## src/rtl/apb_pkg.sv

```systemverilog
// Shared types and the address decoder for the APB register slave.
// The decoder is a pure function so the slave and any checker agree on legality.
package apb_pkg;

   localparam int APB_DW = 32;
   localparam int APB_AW = 32;
   localparam int APB_SW = 4;

   typedef enum logic [1:0] {
      IDLE = 2'd0,
      WAIT = 2'd1,
      DONE = 2'd2
   } apb_state_e;

   typedef struct packed {
      logic       legal;
      logic [7:0] idx;
   } apb_dec_t;

   // Legal means word aligned and inside the register window that starts at base.
   function automatic apb_dec_t apb_decode(input logic [APB_AW-1:0] addr,
                                           input logic [APB_AW-1:0] base,
                                           input int                nregs);
      logic [APB_AW-1:0] off;
      apb_dec_t          d;
      off     = addr - base;
      d.legal = (addr[1:0] == 2'b00) && (off < APB_AW'(nregs * 4));
      d.idx   = off[9:2];
      return d;
   endfunction

endpackage

```

## src/rtl/apb_wait_ctr.sv

```systemverilog
// Loadable down-counter that flags the last wait cycle (count of one).
// Stops at zero so a stray decrement never wraps.
module apb_wait_ctr #(
   parameter int W = 4
) (
   input  logic         clk,
   input  logic         rst,
   input  logic         load,
   input  logic [W-1:0] load_val,
   input  logic         dec,
   output logic         term
);

   logic [W-1:0] cnt;

   always_ff @(posedge clk) begin
      if (rst) begin
         cnt <= '0;
      end else if (load) begin
         cnt <= load_val;
      end else if (dec && (cnt != '0)) begin
         cnt <= cnt - W'(1);
      end
   end

   assign term = (cnt == W'(1));

endmodule

```

## src/rtl/apb_reg_slave.sv

```systemverilog
// APB3/APB4 completer: word register bank with read-only ID at reg 0,
// programmable wait states, byte strobes, PSLVERR and protocol-violation pulse.
module apb_reg_slave
   import apb_pkg::*;
#(
   parameter int          NUM_REGS    = 16,
   parameter int          WAIT_STATES = 1,
   parameter logic [31:0] BASE_ADDR   = 32'h0000_0000,
   parameter logic [31:0] ID_VALUE    = 32'hA2B0_0001
) (
   input  logic              HCLK,
   input  logic              HRESET,
   input  logic              PSEL,
   input  logic              PENABLE,
   input  logic              PWRITE,
   input  logic [APB_AW-1:0] PADDR,
   input  logic [APB_DW-1:0] PWDATA,
   input  logic [APB_SW-1:0] PSTRB,
   output logic [APB_DW-1:0] PRDATA,
   output logic              PREADY,
   output logic              PSLVERR,
   output logic              proto_err
);

   localparam int IW = (NUM_REGS > 1) ? $clog2(NUM_REGS) : 1;

   // Handshake: a transfer is a setup cycle (PSEL & !PENABLE) followed by access
   // cycles (PSEL & PENABLE); it completes on the edge where PREADY is also high.
   apb_state_e state_q, state_d;

   logic [APB_DW-1:0] regs [NUM_REGS];
   logic [APB_AW-1:0] lat_addr;
   logic [APB_DW-1:0] lat_wdata;
   logic [APB_SW-1:0] lat_strb;
   logic              lat_write;

   logic              setup, access, term;
   logic [APB_AW-1:0] cur_addr;
   logic              cur_write;
   apb_dec_t          cur_dec;
   logic [IW-1:0]     ridx;
   logic              acc_err;
   logic [APB_DW-1:0] rd_val;
   logic              load_out, commit;
   logic              pready_d, pslverr_d, perr_d;
   logic [APB_DW-1:0] prdata_d;

   assign setup  = PSEL && !PENABLE;
   assign access = PSEL && PENABLE;

   // With zero wait states the response is built in the setup cycle, before the latches fill.
   assign cur_addr  = (state_q == IDLE) ? PADDR  : lat_addr;
   assign cur_write = (state_q == IDLE) ? PWRITE : lat_write;
   assign cur_dec   = apb_decode(cur_addr, BASE_ADDR, NUM_REGS);
   assign ridx      = cur_dec.idx[IW-1:0];
   assign acc_err   = !cur_dec.legal || (cur_write && (cur_dec.idx == 8'd0))
                      || (|(cur_dec.idx >> IW));
   assign rd_val    = (cur_dec.idx == 8'd0) ? ID_VALUE : regs[ridx];

   apb_wait_ctr #(.W(4)) u_wait_ctr (
      .clk      (HCLK),
      .rst      (HRESET),
      .load     ((state_q == IDLE) && setup),
      .load_val (4'(WAIT_STATES)),
      .dec      (state_q == WAIT),
      .term     (term)
   );

   always_ff @(posedge HCLK) begin
      if (HRESET) begin
         state_q <= IDLE;
      end else begin
         state_q <= state_d;
      end
   end

   always_comb begin
      state_d = state_q;
      case (state_q)
         IDLE: if (setup) state_d = (WAIT_STATES == 0) ? DONE : WAIT;
         WAIT: begin
            if (!access)   state_d = IDLE;
            else if (term) state_d = DONE;
         end
         DONE:    state_d = IDLE;
         default: state_d = IDLE;
      endcase
   end

   always_comb begin
      pready_d  = 1'b0;
      pslverr_d = 1'b0;
      prdata_d  = '0;
      load_out  = ((state_q == IDLE) && setup && (WAIT_STATES == 0)) ||
                  ((state_q == WAIT) && access && term);
      if (load_out) begin
         pready_d  = 1'b1;
         pslverr_d = acc_err;
         prdata_d  = (!cur_write && !acc_err) ? rd_val : '0;
      end
      perr_d = ((state_q == IDLE) && access) || ((state_q == WAIT) && !access);
      commit = (state_q == DONE) && lat_write && !PSLVERR;
   end

   always_ff @(posedge HCLK) begin
      if (HRESET) begin
         PREADY    <= 1'b0;
         PSLVERR   <= 1'b0;
         PRDATA    <= '0;
         proto_err <= 1'b0;
         lat_addr  <= '0;
         lat_wdata <= '0;
         lat_strb  <= '0;
         lat_write <= 1'b0;
      end else begin
         PREADY    <= pready_d;
         PSLVERR   <= pslverr_d;
         PRDATA    <= prdata_d;
         proto_err <= perr_d;
         if ((state_q == IDLE) && setup) begin
            lat_addr  <= PADDR;
            lat_wdata <= PWDATA;
            lat_strb  <= PSTRB;
            lat_write <= PWRITE;
         end
      end
   end

   always_ff @(posedge HCLK) begin
      if (HRESET) begin
         for (int i = 0; i < NUM_REGS; i++) regs[i] <= '0;
      end else if (commit) begin
         for (int b = 0; b < APB_SW; b++) begin
            if (lat_strb[b]) regs[ridx][8*b +: 8] <= lat_wdata[8*b +: 8];
         end
      end
   end

endmodule
```

## config.mk

```make
export PLATFORM = sky130hd
export DESIGN_NAME = apb_reg_slave
export DESIGN_NICKNAME = d
export VERILOG_FILES = /design/src/rtl/apb_pkg.sv /design/src/rtl/apb_wait_ctr.sv /design/src/rtl/apb_reg_slave.sv
export SDC_FILE = /design/constraint.sdc
export NUM_CORES = 1
export LEC_CHECK = 0
export BUFFER_PORTS_ARGS = -buffer_cell sky130_fd_sc_hd__buf_2
export CAP_MARGIN = 0
export CORE_MARGIN = 2
export CORE_UTILIZATION = 62
export CTS_CLUSTER_SIZE = 30
export DETAILED_ROUTE_END_ITERATION = 6
export PLACE_DENSITY = 0.8
export SYNTH_ARGS = -nofsm -noshare
export SYNTH_HDL_FRONTEND = slang
export SYNTH_SLANG_ARGS = --single-unit
```

## constraint.sdc

```tcl
create_clock -name HCLK -period 2.6 [get_ports HCLK]
set_input_delay 0.52 -clock HCLK [delete_from_list [all_inputs] [get_ports HCLK]]
set_output_delay 0.52 -clock HCLK [all_outputs]
set_load 0.02 [all_outputs]
```

==> results.json <==
{
  "outcome": "finished with violations",
  "violations": "design-rule violations",
  "cts_root_buffer": "clkbuf_16",
  "reg2reg_to": "PRDATA[0]",
  "antennaDiodeCount": 0,
  "postCtsSetupRepairBufs": 0,
  "regArea_um2": 17600,
  "avgViaCountPerCell": 6.26,
  "switching_share_pct": 22.7,
  "num_vias": 18395,
  "slew_headroom_pct": 38.8,
  "syn_inst": 2180,
  "placed_area_um2": 28500,
  "yosysWarnings": 0,
  "synthToLayoutAreaGrowth_pct": 14.8,
  "ys_seq_elements": 622,
  "power.internal_mw": 16.4,
  "synth_top_cell_area_share_pct": 57.9,
  "hold_buffers": 0,
  "fin_util_pct": 72.4,
  "fmax_mhz": 387,
  "placementRows": 75,
  "crit_path_end_kind": "flop",
  "rr_startpoint": "state_q[1]",
  "critPathArrivalTime_ns": 3.11,
  "fp.coreArea_um2": 42100,
  "critPathKind": "flop to flop",
  "finalHoldViolations": 0,
  "grt_usage_pct": 30.7,
  "cts_tree": "built",
  "gr-total-overflow": 0,
  "synth_top_area_cell": "edfxtp_1",
  "layout_commonest_cell": "and2_1",
  "rsz0062_at_grt": "false",
  "drc": 5,
  "fillCellCount": 2762,
  "grt_max_degree": 139,
  "synth_flop_cell": "edfxtp_1",
  "combinationalPowerShare_pct": 5.8,
  "synth_area_um2": 26600,
  "chipHeight_um": 211,
  "clock_skew_ns": 0.0234,
  "numPortBuffers": 107,
  "crit_fanout": 47,
  "crit_path_end": "PRDATA[0]",
  "finalCriticalPeriod_ns": 2.59,
  "num_io_pins": 108,
  "die-area_um2": 44500,
  "yosys.cell_types.count": 45,
  "syn_nets": 2255,
  "place_congestion": 0.936,
  "syn_avg_cell_area_um2": 12.2,
  "drive_gt1_share_pct": 17.8,
  "die_w_um": 211,
  "seq_area_frac_synth_pct": 66.1,
  "first_pass_iters": 7,
  "fin_crit_sh_pct": 99.4,
  "multi_input_area_um2": 8460,
  "async_flop_share_pct": 0,
  "p_leak_nw": 11.2,
  "wl_per_cell_um": 23.3,
  "min_path_type": "input port to flop",
  "hpwl_um": 45300,
  "cts_max_path_buffers": 3,
  "totalWireLength_um": 68400,
  "grt_pass1_wl_um": 102000,
  "drv_slew": 0,
  "start_util_pct": 63.1,
  "regToRegSetupSlack_ns": 0.01,
  "grt_antenna_before_repair": 0,
  "clkPwrFrac_pct": 40.8,
  "vdd.ir_drop.worst_mv": 0.562,
  "drtAntennaViolNets": 0,
  "startpoint_type": "flop",
  "p_sw_mw": 4.80,
  "clkSinkCount": 622,
  "reg2reg_depth": 9,
  "drt_iter0_drc": 2508,
  "clk_pin_slew_ns": 0.06,
  "synth-edff-count": 512,
  "finalSetupViolCount": 0,
  "htreeDepth": 2,
  "final_cell_mix": "513 x and2_1, 512 x edfxtp_1, 242 x a22oi_1, 199 x a21oi_1, 167 x nand2_1",
  "required_ns": 3.12,
  "clk_latency_ns": 0.63,
  "numCtsBuffers": 60,
  "grt_pass1_vias": 17711,
  "synthTopCellsByArea": "edfxtp_1 58%, and2_1 12%, dfxtp_1 8.3%, a22oi_1 6.8%, a21oi_1 3.8%",
  "maxCapViolations": 0,
  "powerDensity_nw_per_um2": 694,
  "worstMarginPinSlew_ns": 0.918,
  "finalInstanceArea_um2": 30500,
  "layout.nets": 2421,
  "critPathLaunch": "state_q[1]",
  "post_cts_resized": 1,
  "seq_power_share_pct": 53.4
}
## cell type report
class | count | share of cell area [%]
Clock buffer | 81 | 5.69
Tap cell | 539 | 2.21
Sequential cell | 622 | 57.6
Clock inverter | 33 | 0.796
Inverter | 3 | 0.0369
Multi-Input combinational cell | 1416 | 27.7
Timing Repair Buffer | 243 | 5.90
## power groups by stage
stage | clock [mW] | sequential (mW) | combinational, mW
after CTS | 8.67 | 11.3 | 1.20
final | 8.64 | 11.3 | 1.23
after floorplan | 0 | 11.3 | 0.780
after detailed placement | 0 | 11.5 | 1.19
after global routing | 9.01 | 11.3 | 1.31
after global placement | 0 | 11.5 | 1.16
## Yosys cell counts, types with 4 or more instances
| master | instances |
|---|---|
| and2_1 | 513 |
| edfxtp_1 | 512 |
| a22oi_1 | 242 |
| a21oi_1 | 200 |
| nand2_1 | 172 |
| dfxtp_1 | 110 |
| clkbuf_1 | 94 |
| nor2_1 | 93 |
| or2_2 | 62 |
| nor4_1 | 43 |
| buf_2 | 39 |
| mux2i_1 | 16 |
| nor3_1 | 12 |
| or2_1 | 7 |
| nand2b_1 | 5 |
| buf_4 | 4 |
| o21a_1 | 4 |
| o21ai_2 | 4 |
| o22a_1 | 4 |
## worst min path at each step
stage	from	endpoint	slack [ns]	cells after the start
after floorplan	lat_addr[14]	lat_addr[14]	0.44	2
after global placement	lat_addr[7]	lat_addr[7]	0.44	2
after detailed placement	lat_addr[24]	lat_addr[24]	0.45	2
after CTS	PWDATA[20]	lat_wdata[20]	0.11	3
after global routing	PWDATA[20]	lat_wdata[20]	0.13	3
final	PWDATA[20]	lat_wdata[20]	0.12	3
## logic make-up (layout without fill, tap and decap cells)
logic type               count (synthesis)  in the layout  share of synthesized area [%]
AND/OR/NAND/NOR                        924            924                           19.3
adder cells (fa/ha/maj)                  2              2                         0.0941
multiplexers                            17             17                          0.645
AO/OA/AOI/OAI                          469            469                           11.4
XOR/XNOR                                 4              4                          0.132
flip-flops                             622            622                           66.1
buffers and inverters                  142            360                           2.30
## through the flow
stage          setup TNS [ns]  hold slack, ns  std cells  setup WS [ns]  power [mW]
6_report                    0           0.123       2937         0.0145        21.2
5_1_grt                     0           0.127       2937       0.000600        21.6
4_1_cts                     0           0.108       2937         0.0112        21.2
3_5_place_dp            -7.66           0.448       2823         -0.154        12.7
3_3_place_gp            -3.08           0.443       2823         -0.102        12.6
2_1_floorplan               0           0.436       2180          0.256        12.1
## flip-flops by register name, summed over array words and instances, names as in the netlist
signal	flops
PRDATA	32
PREADY	1
PSLVERR	1
lat_addr	32
lat_strb	4
lat_wdata	32
lat_write	1
proto_err	1
regs	512
state_q	2
u_wait_ctr.cnt	4
## layer usage
layer	track usage (%)	vias to the layer above	wire [µm]
met5	0	-	0
met4	11.8	0	2520
met3	4.77	171	6920
met2	50.0	1032	32900
met1	42.0	8959	26100
li1	-	8233	-
## critical path, stage by stage, from the launching register on
cell and delay (ns):
dfxtp_1 0.35, buf_4 0.17, or4b_1 0.57, o21ai_4 0.10, buf_12 0.19, buf_12 0.24, a22oi_1 0.11, a21oi_1 0.34
nor4_1 0.09, a21oi_1 0.27
Power figures use the tool's default switching activity.
